<file path="src/rtl/rv32i_pkg.sv">
// Shared RV32I definitions: datapath widths, load funct3 encodings and the
// load-queue entry layout used by the writeback stage.
package rv32i_pkg;

    localparam int DATA_WIDTH  = 32;
    localparam int REG_ADDRESS = 5;

    typedef enum logic [2:0] {
        LB  = 3'b000,
        LH  = 3'b001,
        LW  = 3'b010,
        LBU = 3'b100,
        LHU = 3'b101
    } load_funct3_e;

    typedef struct packed {
        logic [REG_ADDRESS-1:0] rd;
        logic [2:0]             funct3;
        logic [1:0]             byte_off;
    } load_entry_t;

endpackage

</file>
<file path="src/rtl/writeback_unit_load_extend.sv">
// Load data lane select and sign/zero extension, purely combinational.
// Unknown funct3 encodings pass the full word through like lw.
module load_extend
    import rv32i_pkg::*;
(
    input  logic [2:0]            funct3,
    input  logic [1:0]            byte_off,
    input  logic [DATA_WIDTH-1:0] rdata,
    output logic [DATA_WIDTH-1:0] data
);

    logic [7:0]  lane_byte;
    logic [15:0] lane_half;

    always_comb begin
        lane_byte = rdata[7:0];
        case (byte_off)
            2'd0:    lane_byte = rdata[7:0];
            2'd1:    lane_byte = rdata[15:8];
            2'd2:    lane_byte = rdata[23:16];
            default: lane_byte = rdata[31:24];
        endcase
        lane_half = byte_off[1] ? rdata[31:16] : rdata[15:0];

        case (load_funct3_e'(funct3))
            LB:      data = {{24{lane_byte[7]}}, lane_byte};
            LH:      data = {{16{lane_half[15]}}, lane_half};
            LBU:     data = {24'b0, lane_byte};
            LHU:     data = {16'b0, lane_half};
            default: data = rdata;
        endcase
    end

endmodule

</file>
<file path="src/rtl/writeback_unit.sv">
// RV32I writeback stage: merges ALU results and in-order load responses onto one
// register-file write port, with a load scoreboard and optional WB_FORWARD_EN bypass.
module writeback_unit
    import rv32i_pkg::*;
#(
    parameter int DataWidth  = DATA_WIDTH,
    parameter int RegAddress = REG_ADDRESS,
    parameter int LoadDepth  = 2
) (
    input  logic                  clk,
    input  logic                  rst,
    input  logic                  alu_valid,
    output logic                  alu_ready,
    input  logic [RegAddress-1:0] alu_rd,
    input  logic [DataWidth-1:0]  alu_result,
    input  logic                  ld_issue_valid,
    output logic                  ld_issue_ready,
    input  logic [RegAddress-1:0] ld_issue_rd,
    input  logic [2:0]            ld_issue_funct3,
    input  logic [1:0]            ld_issue_byte_off,
    input  logic                  dmem_rvalid,
    input  logic [DataWidth-1:0]  dmem_rdata,
    input  logic [RegAddress-1:0] source1,
    input  logic [RegAddress-1:0] source2,
    output logic                  stall,
    output logic                  fwd1_hit,
    output logic                  fwd2_hit,
    output logic [DataWidth-1:0]  fwd_data,
    output logic                  write_enale,
    output logic [RegAddress-1:0] writedata_add,
    output logic [DataWidth-1:0]  write_data,
    output logic                  ld_resp_orphan
);

    localparam int NumRegs = 1 << RegAddress;
    localparam int PtrW    = (LoadDepth > 1) ? $clog2(LoadDepth) : 1;
    localparam int CntW    = $clog2(LoadDepth + 1);
    localparam logic [PtrW-1:0] LastPtr = PtrW'(LoadDepth - 1);

    load_entry_t          queue [LoadDepth];
    logic [PtrW-1:0]      head;
    logic [PtrW-1:0]      tail;
    logic [CntW-1:0]      count;
    logic [NumRegs-1:0]   pending;
    logic                 skid_full;
    logic [RegAddress-1:0] skid_rd;
    logic [DataWidth-1:0] skid_data;
    logic                 wb_is_load;
    load_entry_t          head_entry;
    logic [DataWidth-1:0] load_data;
    logic                 queue_full;
    logic                 queue_empty;
    logic                 issue_fire;
    logic                 resp_fire;
    logic                 alu_fire;

    assign queue_full     = (count == CntW'(LoadDepth));
    assign queue_empty    = (count == '0);
    assign ld_issue_ready = !queue_full && !pending[ld_issue_rd];
    assign alu_ready      = !skid_full;
    assign issue_fire     = ld_issue_valid && ld_issue_ready;
    assign resp_fire      = dmem_rvalid && !queue_empty;
    assign alu_fire       = alu_valid && alu_ready;
    assign head_entry     = queue[head];

    load_extend u_extend (
        .funct3   (head_entry.funct3),
        .byte_off (head_entry.byte_off),
        .rdata    (dmem_rdata),
        .data     (load_data)
    );

    always_ff @(posedge clk) begin
        if (issue_fire) begin
            queue[tail] <= '{rd: ld_issue_rd, funct3: ld_issue_funct3, byte_off: ld_issue_byte_off};
        end
    end

    // Pending clears on the register-file write edge, so stall covers the write cycle.
    always_ff @(posedge clk) begin
        if (rst) begin
            head           <= '0;
            tail           <= '0;
            count          <= '0;
            pending        <= '0;
            ld_resp_orphan <= 1'b0;
        end else begin
            if (issue_fire) begin
                tail <= (tail == LastPtr) ? '0 : tail + 1'b1;
            end
            if (resp_fire) begin
                head <= (head == LastPtr) ? '0 : head + 1'b1;
            end
            if (issue_fire && !resp_fire) begin
                count <= count + 1'b1;
            end else if (!issue_fire && resp_fire) begin
                count <= count - 1'b1;
            end
            if (write_enale && wb_is_load) begin
                pending[writedata_add] <= 1'b0;
            end
            if (issue_fire && ld_issue_rd != '0) begin
                pending[ld_issue_rd] <= 1'b1;
            end
            if (dmem_rvalid && queue_empty) begin
                ld_resp_orphan <= 1'b1;
            end
        end
    end

    // Port priority: load response, then skid entry, then fresh ALU input.
    always_ff @(posedge clk) begin
        if (rst) begin
            write_enale   <= 1'b0;
            writedata_add <= '0;
            write_data    <= '0;
            wb_is_load    <= 1'b0;
            skid_full     <= 1'b0;
            skid_rd       <= '0;
            skid_data     <= '0;
        end else begin
            write_enale <= 1'b0;
            wb_is_load  <= 1'b0;
            if (resp_fire) begin
                if (head_entry.rd != '0) begin
                    write_enale   <= 1'b1;
                    writedata_add <= head_entry.rd;
                    write_data    <= load_data;
                    wb_is_load    <= 1'b1;
                end
                if (alu_fire) begin
                    skid_full <= 1'b1;
                    skid_rd   <= alu_rd;
                    skid_data <= alu_result;
                end
            end else if (skid_full) begin
                skid_full <= 1'b0;
                if (skid_rd != '0) begin
                    write_enale   <= 1'b1;
                    writedata_add <= skid_rd;
                    write_data    <= skid_data;
                end
            end else if (alu_fire && alu_rd != '0) begin
                write_enale   <= 1'b1;
                writedata_add <= alu_rd;
                write_data    <= alu_result;
            end
        end
    end

`ifdef WB_FORWARD_EN
    assign fwd1_hit = write_enale && (writedata_add == source1) && (source1 != '0);
    assign fwd2_hit = write_enale && (writedata_add == source2) && (source2 != '0);
    assign fwd_data = write_data;
`else
    assign fwd1_hit = 1'b0;
    assign fwd2_hit = 1'b0;
    assign fwd_data = '0;
`endif

    assign stall = (pending[source1] && source1 != '0 && !fwd1_hit) ||
                   (pending[source2] && source2 != '0 && !fwd2_hit);

endmodule
</file>
<file path="config.mk">
export PLATFORM = sky130hd
export DESIGN_NAME = writeback_unit
export DESIGN_NICKNAME = d
export VERILOG_FILES = /design/src/rtl/rv32i_pkg.sv /design/src/rtl/writeback_unit_load_extend.sv /design/src/rtl/writeback_unit.sv
export SDC_FILE = /design/constraint.sdc
export NUM_CORES = 1
export LEC_CHECK = 0
export ABC_AREA = 1
export ABC_CLOCK_PERIOD_IN_PS = 3600
export BUFFER_PORTS_ARGS = -buffer_cell sky130_fd_sc_hd__buf_4
export CORE_MARGIN = 10
export CORE_UTILIZATION = 35
export DETAILED_ROUTE_END_ITERATION = 12
export PLACE_DENSITY = 0.64
export SLEW_MARGIN = 20
export SYNTH_ARGS = -nofsm -noshare
export SYNTH_HDL_FRONTEND = slang
export SYNTH_HIERARCHICAL = 1
export SYNTH_SLANG_ARGS = --single-unit
</file>
<file path="constraint.sdc">
create_clock -name clk -period 3.6 [get_ports clk]
set_clock_uncertainty 0.2 [all_clocks]
set_input_delay 0.36 -clock clk [delete_from_list [all_inputs] [get_ports clk]]
set_output_delay 0.36 -clock clk [all_outputs]
set_load 0.01 [all_outputs]
</file>
# --- Word-level counts from Yosys, hierarchy flattened ---
# Memory sizes are Yosys's and may differ from the RTL's. A register that Yosys moved wholly into a read port is not among the register bits.
# Cells that the tools add are included.
totals:
  regBits: 114
  ramBits: 20
  out_inout_bits: 76
  n_memories: 1
classes:
  add_sub_neg: 4
  n_lt_le_gt_ge: 6
  eq_ne: 8
  n_mux: 39
  n_bitwise: 4
  n_reduce_logical: 35
memory_table:
  columns: ["memory", "words", "width", "rd", "rd_clocked_by_memory_dff", "write_ports", "line_no", "source"]
  rows:
  - ["queue", 2, 10, 1, 1, 1, "writeback_unit.sv:40", "load_entry_t queue [LoadDepth];"]
ops:
  columns: ["op", "n"]
  rows:
  - ["$mux W32", 8]
  - ["$pmux W32 S4", 1]
  - ["$and A32 B32 Y32", 1]
  - ["$not A32 Y32", 1]
  - ["$or A32 B32 Y32", 1]
  - ["$reduce_bool A5 Y1", 6]
  - ["$mux W5", 5]
  - ["$lt A5 B6 Y1 const B", 4]
  - ["$pmux W8 S3", 1]
  - ["$mux W1", 16]
  - ["$mux W16", 1]
  - ["$bmux W1 S5", 3]
  - ["$logic_and A1 B1 Y1", 14]
  - ["$demux W1 S5", 2]
  - ["$ge A5 B1 Y1 const B", 2]
  - ["$eq A3 B3 Y1 const B", 2]
  - ["$logic_not A1 Y1", 6]
  - ["$eq A2 B2 Y1 const B", 2]
  - ["$logic_not A2 Y1", 2]
  - ["$mux W2", 2]
  - ["$eq A3 B1 Y1 const B", 1]
  - ["$logic_not A3 Y1", 1]
  - ["$ne A3 B1 Y1 const B", 1]
  - ["$reduce_and A3 Y1", 1]
  - ["other kinds (11)", 12]

# --- Depth between registers and ports, before layout ---
depth:
  word_depth: 10
  ltp_mapped: 17
  mapped_depth_nobuf: 15

# --- Hierarchy ---
# The synthesis kept the hierarchy.
modules_own_cells:
  columns: ["module", "instances", "cells_per_inst", "area_each_um2"]
  rows:
  - ["writeback_unit", 1, 1118, 7717.4]
  - ["load_extend", 1, 163, 858.3]

# --- Worst setup path after synthesis ---
# No wires, ideal clock.
synth_path:
  path_type: "input to register"
  startpoint: "in ld_issue_rd[0]"
  endpoint: "mem queue[0][0] (netlist name), enable pin"
  setup_ns: 0.376
  t_arrival_ns: 1.795
  required_ns: 3.024
  setup_slack_ns: 1.228
  cell_stages: 11
  cell_sequence: "buf_6 buf_6 nand3_1 nand2_1 nor2_1 nor2_1 nor2_2 nand3_2 nor2_8 inv_1 nor2_1"
synth_between:
  elab_chain_len: 7
synth_rtl:
  columns: ["item", "line_no", "source"]
  rows:
  - ["start, declared", "writeback_unit.sv:18", "input logic [RegAddress-1:0] ld_issue_rd,"]
  - ["$bmux W1 S5", "writeback_unit.sv:59", "assign ld_issue_ready = !queue_full && !pending[ld_issue_rd];"]
  - ["$mux W1 (not written as such)", "writeback_unit.sv:59", null]
  - ["$logic_not A1 Y1", "writeback_unit.sv:59", null]
  - ["$logic_and A1 B1 Y1", "writeback_unit.sv:59", null]
  - ["$logic_and A1 B1 Y1", "writeback_unit.sv:61", "assign issue_fire = ld_issue_valid && ld_issue_ready;"]
  - ["$mux W1", "writeback_unit.sv:74", "if (issue_fire) begin"]
  - ["$mux W1 (not written as such)", "writeback_unit.sv:75", "queue[tail] <= '{rd: ld_issue_rd, funct3: ld_issue_funct3, byte_off: ld_issue_byte_off};"]
  - ["end, declared", "writeback_unit.sv:40", null]
# No other way between the ends. The select of a mux whose other input is x is not followed.

# --- Final worst setup path ---
layout_path:
  startpoint: "in ld_issue_rd[4]"
  endpoint: "reg count[1]"
layout_between:
  elab_chain_len: 8
  word_cells_on_any_way: 10
  classes_between: "mux: 3; reduce/logical: 7"
layout_rtl:
  columns: ["item", "line_no", "source"]
  rows:
  - ["$bmux W1 S5 (*)", "writeback_unit.sv:59", null]
  - ["$mux W1 (not written as such) (*)", "writeback_unit.sv:59", null]
  - ["$logic_not A1 Y1 (*)", "writeback_unit.sv:59", null]
  - ["$logic_and A1 B1 Y1 (*)", "writeback_unit.sv:59", null]
  - ["$logic_and A1 B1 Y1 (*)", "writeback_unit.sv:61", null]
  - ["$logic_not A1 Y1", "writeback_unit.sv:96", "end else if (!issue_fire && resp_fire) begin"]
  - ["$logic_and A1 B1 Y1", "writeback_unit.sv:96", null]
  - ["$reduce_bool A2 Y1 (no source line)", null, null]
  - ["end signal, assigned", "writeback_unit.sv:95", "count <= count + 1'b1;"]
  - ["end signal, assigned", "writeback_unit.sv:97", "count <= count - 1'b1;"]
  - ["end, declared", "writeback_unit.sv:43", "logic [CntW-1:0] count;"]
# Every way passes the cells marked *; elsewhere a longest branch is shown, timed or not. The select of a mux whose other input is x is not followed.
# A chain may end at the register's enable or synchronous reset.

==> load_flow_metrics.sql <==
INSERT INTO impl_metrics (metric_group, metric, value, unit) VALUES
('run_status', 'run_status', 'finished clean', ''),
('setup_path', 'crit_arrival', '2810', 'ps'),
('power_and_ir_drop', 'power', '0.00617', 'W'),
('logic_synthesis', 'netlist_instances', '1281', ''),
('power_and_ir_drop', 'powerDensity', '592', 'mW/mm2'),
('timing', 'max_slew_violation_total_from_the_final_report', '0', ''),
('timing', 'grt_setup_unrepaired', 'false', ''),
('placed_design', 'port_buffers', '135', ''),
('global_route', 'vias_in_the_first_global_route', '8150', ''),
('timing', 'slew_at_the_pin_closest_to_its_max_slew_limit', '1040', 'ps'),
('detailed_routing', 'via_per_inst', '5.06', ''),
('setup_path', 'critPathMaxFanout', '16', ''),
('clock_tree', 'cts.sinks', '135', ''),
('detailed_routing', 'drt-total-wl', '28200', 'um'),
('logic_synthesis', 'avgSynthCellArea', '6.69', 'um2'),
('cells_and_area', 'area_delta_synth_final', '21.6', '%'),
('timing', 'finalCritPeriodShare', '75.0', '%'),
('clock_tree', 'cts_repair_resize_count', '0', ''),
('timing', 'report.final.setup_viol', '0', ''),
('logic_synthesis', 'yosysSeqAreaShare', '33.8', '%'),
('clock_tree', 'worstSkewPairLatency', '430', 'ps'),
('cells_and_area', 'insertedDiodeCount', '0', ''),
('detailed_routing', 'num_vias', '8817', ''),
('clock_tree', 'clockRootBuffer', 'sky130_fd_sc_hd__clkbuf_16', ''),
('timing', 'final.min_clock_period', '2700', 'ps'),
('timing', 'clock.fmax', '0.370', 'GHz'),
('cells_and_area', 'final_layout_size_suffix_gt1_share', '20.0', '%'),
('global_route', 'largest_net_degree_at_the_start_of_global_routing', '61', ''),
('logic_synthesis', 'flip_flop_cell_with_the_highest_count_after_synthesis', 'sky130_fd_sc_hd__dfxtp_1', ''),
('logic_synthesis', 'synth_enable_flop_cells', '20', ''),
('global_route', 'grt_pass1_wl', '44200', 'um'),
('clock_tree', 'clock_tree.htree_level_count', '4', ''),
('detailed_routing', 'postRouteAntennaNets', '0', ''),
('cells_and_area', 'final_nets', '1500', ''),
('global_route', 'grt_util_all_layers', '17.4', '%'),
('setup_path', 'end_kind', 'flop', ''),
('floorplan', 'io_pins', '170', ''),
('power_and_ir_drop', 'peakVddDrop', '0.347', 'mV'),
('logic_synthesis', 'yosysUniqueCellTypes', '42', ''),
('setup_path', 'setup.worst_path.class', 'in -> reg', ''),
('floorplan', 'fp.dieW', '177', 'um'),
('logic_synthesis', 'synth_area', '0.00858', 'mm2'),
('job', 'drv_cap', '0', ''),
('placed_design', 'dp.final_hpwl', '19900', 'um'),
('clock_tree', 'cts_made_buffers', '17', ''),
('floorplan', 'initial_standard_cell_utilization_of_the_core', '35.4', '%'),
('cells_and_area', 'n_fill_cell', '2557', ''),
('floorplan', 'die_h', '177', 'um'),
('detailed_routing', 'drt_iter0_markers', '764', ''),
('global_route', 'initial_antenna_violation_count', '0', ''),
('global_route', 'globalRouteOverflowTotal', '0', ''),
('detailed_routing', 'detailedRoute.firstPassIterationCount', '7', ''),
('worst_hold_path', 'min_path_type', 'in -> reg', ''),
('clock_tree', 'tritoncts', 'yes', ''),
('timing', 'max_slew_margin', '30.4', '%'),
('power_and_ir_drop', 'leakage', '4.71', 'nW'),
('logic_synthesis', 'synthesis.yosys.warnings', '6', ''),
('logic_synthesis', 'async_reset_ff_share', '0', '%'),
('logic_synthesis', 'postSynthRegisterBits', '135', ''),
('clock_tree', 'cts_max_path_buffers', '2', ''),
('placed_design', 'final_replace_weighted_congestion', '0.897', ''),
('detailed_routing', 'drt-wirelength-per-cell', '16.2', 'um'),
('floorplan', 'num_rows', '57', ''),
('setup_path', 'worstPathRequired', '3710', 'ps'),
('timing', 'setup_tns_final', '0', 'ps'),
('timing', 'timing.final.hold_violations', '0', ''),
('setup_path', 'setup.worst_path.start_class', 'primary input', ''),
('clock_tree', 'clkSlewWorstSetupHoldPaths', '60', 'ps'),
('floorplan', 'die_area', '0.0312', 'mm2'),
('detailed_routing', 'drc', '0', ''),
('floorplan', 'floorplan.core_area', '0.0242', 'mm2');
per-stage QoR:
stage | area, um2 | utilization [%] | hold WS [ps] | setup WS, ps | cells
global placement | 9540 | 39.3 | 236 | 936 | 1679
floorplan | 8700 | - | 226 | 1230 | 1314
finish | 10400 | 43.0 | 17.3 | 899 | 1742
CTS | 10400 | 43.0 | 1.60 | 930 | 1742
global route | 10400 | 43.0 | 18.8 | 707 | 1742
detailed placement | 9540 | 39.3 | 246 | 837 | 1679
worst paths after layout:
check / cells past startpoint / slack (ps) / to / from
worst min register to register: 1 / 250 / head / head
worst max register to register: 8 / 990 / write_data[14] / skid_full
worst min-delay path: 3 / 20 / skid_data[27] / alu_result[27]
worst max-delay path: 14 / 900 / count[1] / ld_issue_rd[4]
layer usage:
metal / vias to the layer above / part of all wire (%) / global-route usage (%)
met5: - / 0 / 0
met4: 0 / 1.5 / 4.94
met3: 36 / 8.5 / 4.66
met2: 357 / 46 / 27.6
met1: 4076 / 44 / 22.9
li1: 4348 / - / -
state kept, by name (all words and copies together) (netlist names), named ones only:
signal	count
write_enale	1
queue	20
wb_is_load	1
tail	1
pending	32
skid_full	1
writedata_add	5
write_data	32
ld_resp_orphan	1
skid_rd	5
count	2
skid_data	32
head	1
cells by family after synthesis:
family                   Yosys count  share of synthesized area [%]
buffers and inverters            192                           11.8
flip-flops                       135                           33.8
multiplexers                      10                           1.24
adder cells (fa/ha/maj)            1                          0.146
AND/OR/NAND/NOR                  686                           36.2
AO/OA/AOI/OAI                    256                           16.8
other                              1                         0.0437
timing repair:
item | in CTS | in global routing
setup buffers | 0 | 0
setup endpoints to repair | 0 | 0
hold endpoints to repair | 39 | 0
hold buffers | 31 | 0
report_power, final:
part           internal, W  switching, W  leakage [nW]  total [W]
Clock             0.000986      0.000726         0.280    0.00171
Combinational     0.000896       0.00152          3.30    0.00242
Sequential         0.00185      0.000196          1.13    0.00204
Total              0.00373       0.00244          4.71    0.00617
cells in the final DEF, fill, tap and decap left out, types with 7 or more instances in the layout:
| cell type | count |
|---|---|
| sky130_fd_sc_hd__inv_1 | 73 |
| sky130_fd_sc_hd__nor2_1 | 183 |
| sky130_fd_sc_hd__edfxtp_1 | 20 |
| sky130_fd_sc_hd__nand3_2 | 41 |
| sky130_fd_sc_hd__nand3_1 | 45 |
| sky130_fd_sc_hd__a21oi_1 | 70 |
| sky130_fd_sc_hd__dlygate4sd3_1 | 31 |
| sky130_fd_sc_hd__clkbuf_16 | 17 |
| sky130_fd_sc_hd__buf_4 | 149 |
| sky130_fd_sc_hd__dfxtp_1 | 115 |
| sky130_fd_sc_hd__nand3b_1 | 31 |
| sky130_fd_sc_hd__a21oi_2 | 32 |
| sky130_fd_sc_hd__inv_2 | 10 |
| sky130_fd_sc_hd__o22ai_1 | 8 |
| sky130_fd_sc_hd__conb_1 | 34 |
| sky130_fd_sc_hd__o21ai_0 | 137 |
| sky130_fd_sc_hd__nand2_1 | 363 |
| sky130_fd_sc_hd__inv_6 | 7 |
| sky130_fd_sc_hd__nor3_1 | 8 |
synthesized netlist by cell type, drive strengths merged (2+ instances only):
cell    instances  area, um2
nand3b         32        253
clkbuf         45        170
mux2            5       56.3
o21ai         140        716
a21oi         102        631
edfxtp         20        601
buf            63        522
nor3            9       56.3
inv            83        312
a31oi           2       12.5
dfxtp         115       2300
o22ai           8       50.1
mux2i           5       50.1
nand3          87        653
nor2          188        732
nand2         365       1380
nand4           4       25.0
worst max-delay path, cell delays in order:
cell,delay (ps)
sky130_fd_sc_hd__dlygate4sd3_1,540
sky130_fd_sc_hd__buf_4,170
sky130_fd_sc_hd__inv_1,160
sky130_fd_sc_hd__nor3_1,120
sky130_fd_sc_hd__nand2_1,80
sky130_fd_sc_hd__nand2_1,60
sky130_fd_sc_hd__nor2_2,110
sky130_fd_sc_hd__nand3_2,130
sky130_fd_sc_hd__nor2_8,300
sky130_fd_sc_hd__ha_1,320
sky130_fd_sc_hd__a21oi_1,120
sky130_fd_sc_hd__o21ai_0,130
sky130_fd_sc_hd__o21ai_0,160
sky130_fd_sc_hd__a21oi_1,50
final cells by class:
| cell class | count | area [um2] | share of cell area, % |
|---|---|---|---|
| multi-input combinational | 987 | 4800 | 46.0 |
| sequential | 135 | 2900 | 27.8 |
| timing repair buffer | 180 | 1430 | 13.7 |
| clock buffer | 18 | 439 | 4.21 |
| tap | 324 | 405 | 3.89 |
| inverter | 84 | 317 | 3.04 |
| clock inverter | 14 | 136 | 1.31 |
(Power assumes the default switching activity.)
